===== src/rtl/arb_bus_ctrl_if.sv =====
// Bus bundle between the burst controller, its four masters/arbiter and the shared slave.
// The master modport is the controller's view; the slave modport is the environment's view.
interface arb_bus_ctrl_if #(
    parameter int DATA_W = 8,
    parameter int LEN_W  = 4
);
    logic                  gnt3;
    logic                  gnt2;
    logic                  gnt1;
    logic                  gnt0;
    logic [4*LEN_W-1:0]    m_len;
    logic [4*DATA_W-1:0]   m_data;
    logic [3:0]            m_ack;
    logic [3:0]            m_done;
    logic [3:0]            m_abort;
    logic                  s_valid;
    logic                  s_ready;
    logic [DATA_W-1:0]     s_data;
    logic [1:0]            s_id;
    logic                  s_last;

    modport master (
        input  gnt3, gnt2, gnt1, gnt0,
        input  m_len, m_data,
        output m_ack, m_done, m_abort,
        output s_valid, s_data, s_id, s_last,
        input  s_ready
    );

    modport slave (
        output gnt3, gnt2, gnt1, gnt0,
        output m_len, m_data,
        input  m_ack, m_done, m_abort,
        input  s_valid, s_data, s_id, s_last,
        output s_ready
    );
endinterface


===== src/rtl/arb_bus_ctrl.sv =====
// Burst controller fed by a 4-way arbiter's registered grants: moves the granted
// master's len+1 beats onto a shared valid/ready slave bus and reports ack/done/abort.
module arb_bus_ctrl #(
    parameter int DATA_W = 8,
    parameter int LEN_W  = 4
) (
    input  logic                  clk,
    input  logic                  rst,
    arb_bus_ctrl_if.master        bus,
    output logic                  busy,
    output logic                  gnt_err
);

    typedef enum logic [1:0] {
        IDLE    = 2'd0,
        XFER    = 2'd1,
        DONE    = 2'd2,
        RELEASE = 2'd3
    } state_t;

    state_t             state;
    logic [1:0]         id;
    logic [LEN_W-1:0]   cnt;
    logic               s_valid_q;
    logic [3:0]         done_q;
    logic [3:0]         abort_q;

    logic [3:0]         gnt;
    logic [1:0]         gnt_idx;
    logic               gnt_any;
    logic               gnt_multi;
    logic               gnt_single;
    logic               own_gnt;
    logic               beat;
    logic [LEN_W-1:0]   sel_len;

    assign gnt        = {bus.gnt3, bus.gnt2, bus.gnt1, bus.gnt0};
    assign gnt_any    = (gnt != 4'd0);
    assign gnt_multi  = ((gnt & (gnt - 4'd1)) != 4'd0);
    assign gnt_single = gnt_any && !gnt_multi;
    assign own_gnt    = gnt[id];
    assign sel_len    = bus.m_len[int'(gnt_idx)*LEN_W +: LEN_W];

    // A beat is only taken while the owner still holds its grant; a lost grant wins.
    assign beat = (state == XFER) && own_gnt && bus.s_ready;

    // NOTE: every always_comb output gets a default first so no path leaves it unassigned (no latch).
    always_comb begin
        gnt_idx = 2'd0;
        for (int k = 0; k < 4; k++) begin
            if (gnt[k]) gnt_idx = 2'(k);
        end
    end

    always_comb begin
        bus.m_ack = 4'd0;
        if (beat) bus.m_ack[id] = 1'b1;
    end

    assign bus.s_valid = s_valid_q;
    assign bus.s_id    = id;
    assign bus.s_data  = s_valid_q ? bus.m_data[int'(id)*DATA_W +: DATA_W] : '0;
    assign bus.s_last  = (state == XFER) && (cnt == '0);
    assign bus.m_done  = done_q;
    assign bus.m_abort = abort_q;

    // NOTE: sequential state uses non-blocking assignments so every register samples pre-edge values.
    always_ff @(posedge clk) begin
        if (rst) begin
            state     <= IDLE;
            id        <= 2'd0;
            cnt       <= '0;
            s_valid_q <= 1'b0;
            busy      <= 1'b0;
            done_q    <= 4'd0;
            abort_q   <= 4'd0;
            gnt_err   <= 1'b0;
        end else begin
            done_q  <= 4'd0;
            abort_q <= 4'd0;
            if (gnt_multi) gnt_err <= 1'b1;

            case (state)
                IDLE: begin
                    if (gnt_single) begin
                        id        <= gnt_idx;
                        cnt       <= sel_len;
                        state     <= XFER;
                        s_valid_q <= 1'b1;
                        busy      <= 1'b1;
                    end
                end

                XFER: begin
                    if (!own_gnt) begin
                        abort_q[id] <= 1'b1;
                        state       <= IDLE;
                        s_valid_q   <= 1'b0;
                        busy        <= 1'b0;
                    end else if (bus.s_ready) begin
                        if (cnt == '0) begin
                            done_q[id] <= 1'b1;
                            state      <= DONE;
                            s_valid_q  <= 1'b0;
                        end else begin
                            cnt <= cnt - 1'b1;
                        end
                    end
                end

                DONE: begin
                    state <= RELEASE;
                end

                // Hold off until the finished master's stale grant is gone.
                RELEASE: begin
                    if (!own_gnt) begin
                        state <= IDLE;
                        busy  <= 1'b0;
                    end
                end

                default: begin
                    state     <= IDLE;
                    s_valid_q <= 1'b0;
                    busy      <= 1'b0;
                end
            endcase
        end
    end

endmodule


===== src/flat_wrapper.sv =====
// flat-port wrapper written by rule: the top's interface ports become plain ports
module arb_bus_ctrl_flat 
#(
    parameter int DATA_W = 8,
    parameter int LEN_W  = 4
)
  (clk, rst, busy, gnt_err, bus_gnt3, bus_gnt2, bus_gnt1, bus_gnt0, bus_m_len, bus_m_data, bus_m_ack, bus_m_done, bus_m_abort, bus_s_valid, bus_s_data, bus_s_id, bus_s_last, bus_s_ready);
  arb_bus_ctrl_if #(.DATA_W(DATA_W), .LEN_W(LEN_W)) bus_i ();
  input  logic clk;
  input  logic rst;
  output logic busy;
  output logic gnt_err;
  input wire logic [$bits(bus_i.gnt3)-1:0] bus_gnt3;
  input wire logic [$bits(bus_i.gnt2)-1:0] bus_gnt2;
  input wire logic [$bits(bus_i.gnt1)-1:0] bus_gnt1;
  input wire logic [$bits(bus_i.gnt0)-1:0] bus_gnt0;
  input wire logic [$bits(bus_i.m_len)-1:0] bus_m_len;
  input wire logic [$bits(bus_i.m_data)-1:0] bus_m_data;
  output wire logic [$bits(bus_i.m_ack)-1:0] bus_m_ack;
  output wire logic [$bits(bus_i.m_done)-1:0] bus_m_done;
  output wire logic [$bits(bus_i.m_abort)-1:0] bus_m_abort;
  output wire logic [$bits(bus_i.s_valid)-1:0] bus_s_valid;
  output wire logic [$bits(bus_i.s_data)-1:0] bus_s_data;
  output wire logic [$bits(bus_i.s_id)-1:0] bus_s_id;
  output wire logic [$bits(bus_i.s_last)-1:0] bus_s_last;
  input wire logic [$bits(bus_i.s_ready)-1:0] bus_s_ready;
  assign bus_i.gnt3 = bus_gnt3;
  assign bus_i.gnt2 = bus_gnt2;
  assign bus_i.gnt1 = bus_gnt1;
  assign bus_i.gnt0 = bus_gnt0;
  assign bus_i.m_len = bus_m_len;
  assign bus_i.m_data = bus_m_data;
  assign bus_m_ack = bus_i.m_ack;
  assign bus_m_done = bus_i.m_done;
  assign bus_m_abort = bus_i.m_abort;
  assign bus_s_valid = bus_i.s_valid;
  assign bus_s_data = bus_i.s_data;
  assign bus_s_id = bus_i.s_id;
  assign bus_s_last = bus_i.s_last;
  assign bus_i.s_ready = bus_s_ready;
  arb_bus_ctrl #(.DATA_W(DATA_W), .LEN_W(LEN_W)) u_core (.clk(clk), .rst(rst), .bus(bus_i), .busy(busy), .gnt_err(gnt_err));
endmodule

===== config.mk =====
export PLATFORM = sky130hd
export DESIGN_NAME = arb_bus_ctrl_flat
export DESIGN_NICKNAME = d
export VERILOG_FILES = /design/src/rtl/arb_bus_ctrl_if.sv /design/src/rtl/arb_bus_ctrl.sv /design/src/flat_wrapper.sv
export SDC_FILE = /design/constraint.sdc
export NUM_CORES = 1
export LEC_CHECK = 0
export BUFFER_PORTS_ARGS = -buffer_cell sky130_fd_sc_hd__buf_2
export CAP_MARGIN = 15
export CORE_AREA = 2 2 44 87
export DETAILED_ROUTE_END_ITERATION = 8
export DIE_AREA = 0 0 46 89
export MAX_ROUTING_LAYER = met4
export PLACE_DENSITY = 0.77
export SKIP_LAST_GASP = 1
export SYNTH_ARGS = -nofsm -noshare
export SYNTH_HDL_FRONTEND = slang
export SYNTH_SLANG_ARGS = --single-unit

===== constraint.sdc =====
create_clock -name clk -period 2 [get_ports clk]
set_clock_uncertainty 0.05 [all_clocks]
set_input_delay 0.3 -clock clk [delete_from_list [all_inputs] [get_ports clk]]
set_output_delay 0.3 -clock clk [all_outputs]
set_load 0.005 [all_outputs]

==> tab_implementation.tex, run 1 <==
\begin{tabular}{lr}
\hline
Metric & Value \\
\hline
\multicolumn{2}{l}{\textbf{Status}} \\
Status & complete, no violations \\
\multicolumn{2}{l}{\textbf{Synthesis}} \\
Post-Synth Adder-Cell Area & 0.0155 \\
Yosys warning count & 0 \\
Simple-gate area share of the yosys netlist & 0.233 \\
Commonest register cell after synthesis & dfxtp\_1 \\
Compound-Gate Fraction of Synth Area & 0.234 \\
Gate Count Post-Synth & 163 \\
Number of library cell types mapped by synthesis & 43 \\
Yosys top cell by area & dfxtp\_1 \\
Post-synth ARST share & 0 \\
Area share of the largest cell type after synthesis & 0.262 \\
Number of flops mapped to enable cells by yosys & 0 \\
Post-Synthesis Net Count & 219 \\
Parity-gate share of the synthesized area counting xor and xnor cells & 0.00603 \\
Fraction of the yosys area taken by sequential cells & 0.262 \\
Synthesized flop and latch total & 19 \\
Netlist area before placement & 1450 µm² \\
Largest family of logic cells by synthesized area & compound AO/OA/AOI/OAI gates \\
Leading post-synthesis cells by cell area & dfxtp\_1, mux4\_1, mux4\_2 \\
Average cell area after synthesis & 8.90 µm² \\
Mux cell area share after synthesis & 0.184 \\
\multicolumn{2}{l}{\textbf{Placed design}} \\
Worst slack after detailed placement & 0.113 ns \\
Detailed placer's ending HPWL & 3000 µm \\
Final weighted congestion in routability-driven placement & 0.852 \\
Cell count after placement & 268 \\
Port Buffers & 80 \\
Placement Cell Area & 1890 µm² \\
\multicolumn{2}{l}{\textbf{Worst setup path}} \\
Data required time at the worst endpoint & 1.65 ns \\
Nature of the critical path endpoint & primary output \\
Startpoint types & register \\
Slowest stage cell on the critical path & mux4\_1 \\
Number of cell instances on the worst register-to-register path & 6 \\
Peak fanout along the critical path & 7 \\
Critical Path, Cell by Cell & buf\_12 > mux4\_1 > and2\_1 > buf\_2 \\
Crit path from & u\_core.bus.s\_id[0] \\
Critical R2R Capture & u\_core.cnt[2] \\
Delay of the slowest critical-path stage & 0.52 ns \\
CP Data Arrival Time & 1.60 ns \\
Type of the worst setup path & reg2out \\
Worst r2r src & u\_core.cnt[0] \\
Setup crit end & bus\_s\_data[0] \\
Worst reg-to-reg setup slack & 0.10 ns \\
\multicolumn{2}{l}{\textbf{Final layout}} \\
Total Nets Final & 299 \\
Most common library cell in the layout ignoring fill and taps & buf\_2 \\
Total non-filler cell area in the finished layout & 1970 µm² \\
Final-layout fill cell count & 319 \\
Relative area change from synthesis to final layout & 35.7\% \\
Inserted Diodes & 0 \\
Most frequent cells in the layout & buf\_2, dfxtp\_1, nor2\_1, o21ai\_0 \\
Non-filler instance count after layout & 274 \\
Fraction of final layout cells with drive strength greater than 1 & 0.471 \\
Area of combinational cells with multiple inputs & 971 µm² \\
Register area & 384 µm² \\
\multicolumn{2}{l}{\textbf{Route}} \\
Number of vias per cell after detailed routing & 5.73 \\
Vias after detailed routing & 1571 \\
Violation count after the first detailed-routing iteration & 50 \\
DRC viols & 0 \\
Final wirelength & 3850 µm \\
Length of the first detailed-routing pass in iterations & 4 \\
Antenna Nets Post-Route & 0 \\
Routed WL per cell & 14.0 µm \\
\multicolumn{2}{l}{\textbf{Global routing}} \\
Wire length of the first global-routing pass & 5950 µm \\
Number of antenna violations at the first check in global routing & 0 \\
Pin count of the biggest net entering global routing & 22 \\
Residual overflow from global routing & 0 \\
GR Util All Layers & 0.197 \\
Vias in the first global route & 1452 \\
\multicolumn{2}{l}{\textbf{Clock tree}} \\
CTS tree & done \\
Sinks on the clock net & 19 \\
Deepest level of the CTS H-tree & 1 \\
Register clock-pin slew on the reported worst setup and hold paths & 0.08 ns \\
Max Buffers Root-to-Sink & 2 \\
Inserted Clock Buffers & 3 \\
Clock latency on the worst-skew pair & 0.26 ns \\
Root Driver & clkbuf\_8 \\
\multicolumn{2}{l}{\textbf{Floorplan}} \\
Initial Utilization & 0.430 \\
Std-Cell Rows & 30 \\
Number of I/O pins & 81 \\
Die ar. & 4090 µm² \\
Core ar. & 3380 µm² \\
Vertical extent of the die & 89 µm \\
Die extent in x & 46 µm \\
\multicolumn{2}{l}{\textbf{Timing}} \\
Fin crit share & 0.974 \\
Max-slew headroom & 0.790 \\
Final hold viol count & 0 \\
Final setup violation count & 0 \\
Transition time at the pin with the least slew margin & 0.315 ns \\
Tmin final & 1.95 ns \\
Pins Over Slew Limit & 0 \\
Fin Setup TNS & 0 ns \\
RSZ-0062 raised after global routing & yes \\
Highest Clock Rate & 514 MHz \\
Post-route setup slack & 0.0529 ns \\
\multicolumn{2}{l}{\textbf{Power}} \\
Static Leakage & 0.891 nW \\
Final Power & 1.21 mW \\
Power density over the cells & 614 nW/µm² \\
Worst IR drop on VDD & 0.480 mV \\
\multicolumn{2}{l}{\textbf{Hold path}} \\
Worst min-delay path startpoint & rst \\
Class of the most critical hold timing path & in2reg \\
\multicolumn{2}{l}{\textbf{Flow run}} \\
Reported max-cap violation count & 0 \\
\hline
\end{tabular}
==> stage by stage <==
| step | util | hold WS [ns] |
|---|---|---|
| 3_5_place_dp | 0.560 | 0.390 |
| 6_report | 0.583 | 0.284 |
| 2_1_floorplan | - | 0.392 |
| 5_1_grt | 0.583 | 0.300 |
| 4_1_cts | 0.577 | 0.289 |
| 3_3_place_gp | 0.560 | 0.383 |
==> worst max-delay path: cells and delay by family (launching register included) <==
kind                   cells  cell delay, ns
multiplexers               1            0.52
AND/OR/NAND/NOR            1            0.16
buffers and inverters      2            0.25
flip-flops                 1            0.41
==> worst min path at each step <==
stage | slack (ns) | endpoint | cells past startpoint
floorplan | 0.39 | u_core.gnt_err | 2
global placement | 0.38 | u_core.gnt_err | 2
detailed placement | 0.39 | u_core.gnt_err | 2
CTS | 0.29 | u_core.cnt[3] | 2
global route | 0.30 | u_core.cnt[2] | 2
finish | 0.28 | u_core.cnt[3] | 2
==> layer usage <==
| layer | share of wire | track usage |
|---|---|---|
| met4 | 0.020 | 0.0779 |
| met3 | 0.071 | 0.0263 |
| met2 | 0.56 | 0.383 |
| met1 | 0.35 | 0.176 |
| met5 | 0 | - |
==> synth_stat cells (all sizes together) (3+ instances only) <==
cell type  instances
mux4               9
and2               9
clkbuf             6
o211ai             6
nand2              8
a32o               3
nor3               7
nor2              14
dfxtp             19
a21oi              8
mux2               4
nand2b            10
buf                8
o21ai             12
a221oi             3
inv                8
==> registers in the layout, indices dropped and copies added, names as in the netlist, named ones only <==
register / cells
u_core.state: 1
u_core.bus.s_id: 2
u_core.bus.m_done: 4
u_core.bus.s_valid: 1
u_core.cnt: 4
u_core.busy: 1
u_core.bus.m_abort: 4
u_core.gnt_err: 1
==> cells by family after synthesis <==
| family | Yosys count |
|---|---|
| flops | 19 |
| compound gates | 46 |
| xor+xnor | 1 |
| simple gates | 60 |
| buf+inv | 22 |
| fa+ha+maj | 2 |
| mux | 13 |
==> where the power goes <==
| group | internal (mW) | switching [mW] |
|---|---|---|
| Sequential | 0.412 | 0.0362 |
| Clock | 0.139 | 0.135 |
| Combinational | 0.259 | 0.228 |
==> cell type report <==
class	instances	share of cell area
Sequential cell	19	0.195
Clock inverter	1	0.00254
Multi-Input combinational cell	122	0.493
Clock buffer	3	0.0210
Tap cell	32	0.0203
Timing Repair Buffer	89	0.253
Inverter	8	0.0152
==> timing repair <==
action,4_1_cts,5_1_grt
setup buffers,1,0
setup endpoints to repair,8,9
gates cloned,0,1
hold buffers,0,0
resized for setup,2,6
pin swaps,0,0
hold endpoints to repair,0,0
Note: power is estimated with default switching activity, not from simulation.
==> run 2, diff against run 1 <==
Settings changed: PLACE_DENSITY 0.77 to 0.87.
Clock period 2 ns to 1.9 ns, I/O delays scaled along.
==> tab_implementation.tex, run 2 (synthesis results as in run 1) <==
\begin{tabular}{lr}
\hline
Metric & Value \\
\hline
\multicolumn{2}{l}{\textbf{Worst setup path}} \\
Crit path max-delay family & multiplexers (unchanged) \\
Peak fanout along the critical path & 5 (was 7) \\
Buffers plus inverters on the worst setup path & 2 (unchanged) \\
CP Data Arrival Time & 1.54 ns (was 1.60 ns) \\
Critical Path, Cell by Cell & buf\_6 > mux4\_2 > and2\_4 > buf\_6 (was buf\_12 > mux4\_1 > and2\_1 > buf\_2) \\
Data required time at the worst endpoint & 1.56 ns (was 1.65 ns) \\
Delay of the slowest critical-path stage & 0.51 ns (was 0.52 ns) \\
Library cell appearing most often on the critical path & buf\_6 \\
Nature of the critical path endpoint & primary output (unchanged) \\
Slowest stage cell on the critical path & mux4\_2 (was mux4\_1) \\
Type of the worst setup path & reg2out (unchanged) \\
Startpoint types & register (unchanged) \\
\multicolumn{2}{l}{\textbf{Route}} \\
Antenna Nets Post-Route & 0 (unchanged) \\
Top layer used by detailed routing & met4 (unchanged) \\
Met1 Wirelength & 1400 µm (was 1330 µm) \\
Violation count after the first detailed-routing iteration & 54 (was 50) \\
Met2 routed wirelength & 2390 µm (was 2160 µm) \\
DRC viols & 0 (unchanged) \\
Routed wl met3 & 276 µm (was 274 µm) \\
Routed WL per cell & 15.5 µm (was 14.0 µm) \\
Vias after detailed routing & 1623 (was 1571) \\
Final wirelength & 4300 µm (was 3850 µm) \\
Number of vias per cell after detailed routing & 5.86 (was 5.73) \\
Length of the first detailed-routing pass in iterations & 5 (was 4) \\
\multicolumn{2}{l}{\textbf{Timing}} \\
Transition time at the pin with the least slew margin & 0.340 ns (was 0.315 ns) \\
Fin crit share & 0.989 \\
Final hold viol count & 0 (unchanged) \\
Highest Clock Rate & 532 MHz \\
Fin Setup TNS & 0 ns (unchanged) \\
RSZ-0062 raised after global routing & yes (unchanged) \\
Tmin final & 1.88 ns \\
Final setup violation count & 0 (unchanged) \\
Post-route setup slack & 0.0215 ns (was 0.0529 ns) \\
Pins Over Slew Limit & 0 (unchanged) \\
Max-slew headroom & 0.773 (was 0.790) \\
\multicolumn{2}{l}{\textbf{Floorplan}} \\
Number of I/O pins & 81 (unchanged) \\
Die ar. & 4090 µm² (unchanged) \\
Std-Cell Rows & 30 (unchanged) \\
Die extent in x & 46 µm (unchanged) \\
Core ar. & 3380 µm² (unchanged) \\
Vertical extent of the die & 89 µm (unchanged) \\
Initial Utilization & 0.430 (unchanged) \\
\multicolumn{2}{l}{\textbf{Final layout}} \\
Total Nets Final & 302 (was 299) \\
Total non-filler cell area in the finished layout & 2020 µm² (was 1970 µm²) \\
Inserted Diodes & 0 (unchanged) \\
Most frequent cells in the layout & buf\_2, dfxtp\_1, nor2\_1, o21ai\_0, buf\_4 (was buf\_2, dfxtp\_1, nor2\_1, o21ai\_0) \\
Relative area change from synthesis to final layout & 39.0\% (was 35.7\%) \\
Fraction of final layout cells with drive strength greater than 1 & 0.518 (was 0.471) \\
Most common library cell in the layout ignoring fill and taps & buf\_2 (unchanged) \\
\multicolumn{2}{l}{\textbf{Global routing}} \\
Vias in the first global route & 1556 (was 1452) \\
Residual overflow from global routing & 0 (unchanged) \\
Pin count of the biggest net entering global routing & 22 (unchanged) \\
GR Util All Layers & 0.224 (was 0.197) \\
Wire length of the first global-routing pass & 6690 µm (was 5950 µm) \\
Number of antenna violations at the first check in global routing & 0 (unchanged) \\
\multicolumn{2}{l}{\textbf{Clock tree}} \\
Max Buffers Root-to-Sink & 2 (unchanged) \\
Deepest level of the CTS H-tree & 1 (unchanged) \\
Root Driver & clkbuf\_8 (unchanged) \\
Inserted Clock Buffers & 3 (unchanged) \\
Register clock-pin slew on the reported worst setup and hold paths & 0.07 ns (was 0.08 ns) \\
Sinks on the clock net & 19 (unchanged) \\
Clock latency on the worst-skew pair & 0.26 ns (about the same) \\
CTS tree & done (unchanged) \\
\multicolumn{2}{l}{\textbf{Placed design}} \\
Detailed placer's ending HPWL & 3420 µm (was 3000 µm) \\
Final weighted congestion in routability-driven placement & 0.896 (was 0.852) \\
Worst slack after detailed placement & 0.0190 ns (was 0.113 ns) \\
Port Buffers & 80 (unchanged) \\
Placement Cell Area & 1900 µm² (was 1890 µm²) \\
\multicolumn{2}{l}{\textbf{Flow run}} \\
Reported max-cap violation count & 0 (unchanged) \\
\multicolumn{2}{l}{\textbf{Hold path}} \\
Class of the most critical hold timing path & in2reg (unchanged) \\
\multicolumn{2}{l}{\textbf{Power}} \\
Static Leakage & 0.902 nW (was 0.891 nW) \\
Power density over the cells & 660 nW/µm² (was 614 nW/µm²) \\
Worst IR drop on VDD & 0.434 mV (was 0.480 mV) \\
Final Power & 1.33 mW (was 1.21 mW) \\
\multicolumn{2}{l}{\textbf{Status}} \\
Status & complete, no violations (unchanged) \\
\hline
\end{tabular}
==> run 2: path summary, 6_finish.rpt <==
path,from,endpoint,slack (ns),depth (start not counted)
max,u_core.bus.s_id[0],bus_s_data[4],0.02,4
min,rst,u_core.cnt[2],0.26,2
max reg2reg,u_core.cnt[0],u_core.cnt[3],0.07,6
min reg2reg,u_core.gnt_err,u_core.gnt_err,0.40,2
==> run 2: power by group <==
part | switching [mW] | leakage, nW | internal, mW
clock | 0.141 | 0.0255 | 0.146
combinational | 0.265 | 0.721 | 0.307
sequential | 0.0371 | 0.156 | 0.434
==> run 2: worst reg2reg max path, stage by stage, from the launching register on <==
cell and delay (ns):
dfxtp_1 0.35, inv_2 0.07, ha_4 0.13, or3b_4 0.38, a32o_2 0.30, o21a_4 0.24, a221oi_2 0.22
==> run 2: timing repair <==
item / in CTS / in global routing
hold buffers: 0 / 0
setup buffers: 1 / 0
pin swaps: 0 / 2
setup endpoints to repair: 13 / 13
gates cloned: 1 / 0
gates resized for setup: 10 / 16
==> run 2: cell type report <==
cell class / instances / area [µm²]
clock inverter: 1 / 5.00
inverter: 8 / 30.0
multi-input combinational: 122 / 995
fill: 304 / 1360
clock buffer: 3 / 41.3
timing repair buffer: 92 / 523
sequential: 19 / 383
tap: 32 / 40.0
==> run 2: metrics by stage <==
stage / instances / utilization / hold slack, ns
floorplan: 163 / - / 0.392
global placement: 271 / 0.563 / 0.386
detailed placement: 271 / 0.563 / 0.385
CTS: 277 / 0.579 / 0.263
global route: 277 / 0.597 / 0.283
finish: 277 / 0.597 / 0.261
==> run 2: metal layers <==
layer | vias up | global-route usage
met5 | - | -
met4 | 0 | 0.135
met3 | 19 | 0.0303
met2 | 87 | 0.423
met1 | 746 | 0.189
li1 | 771 | -
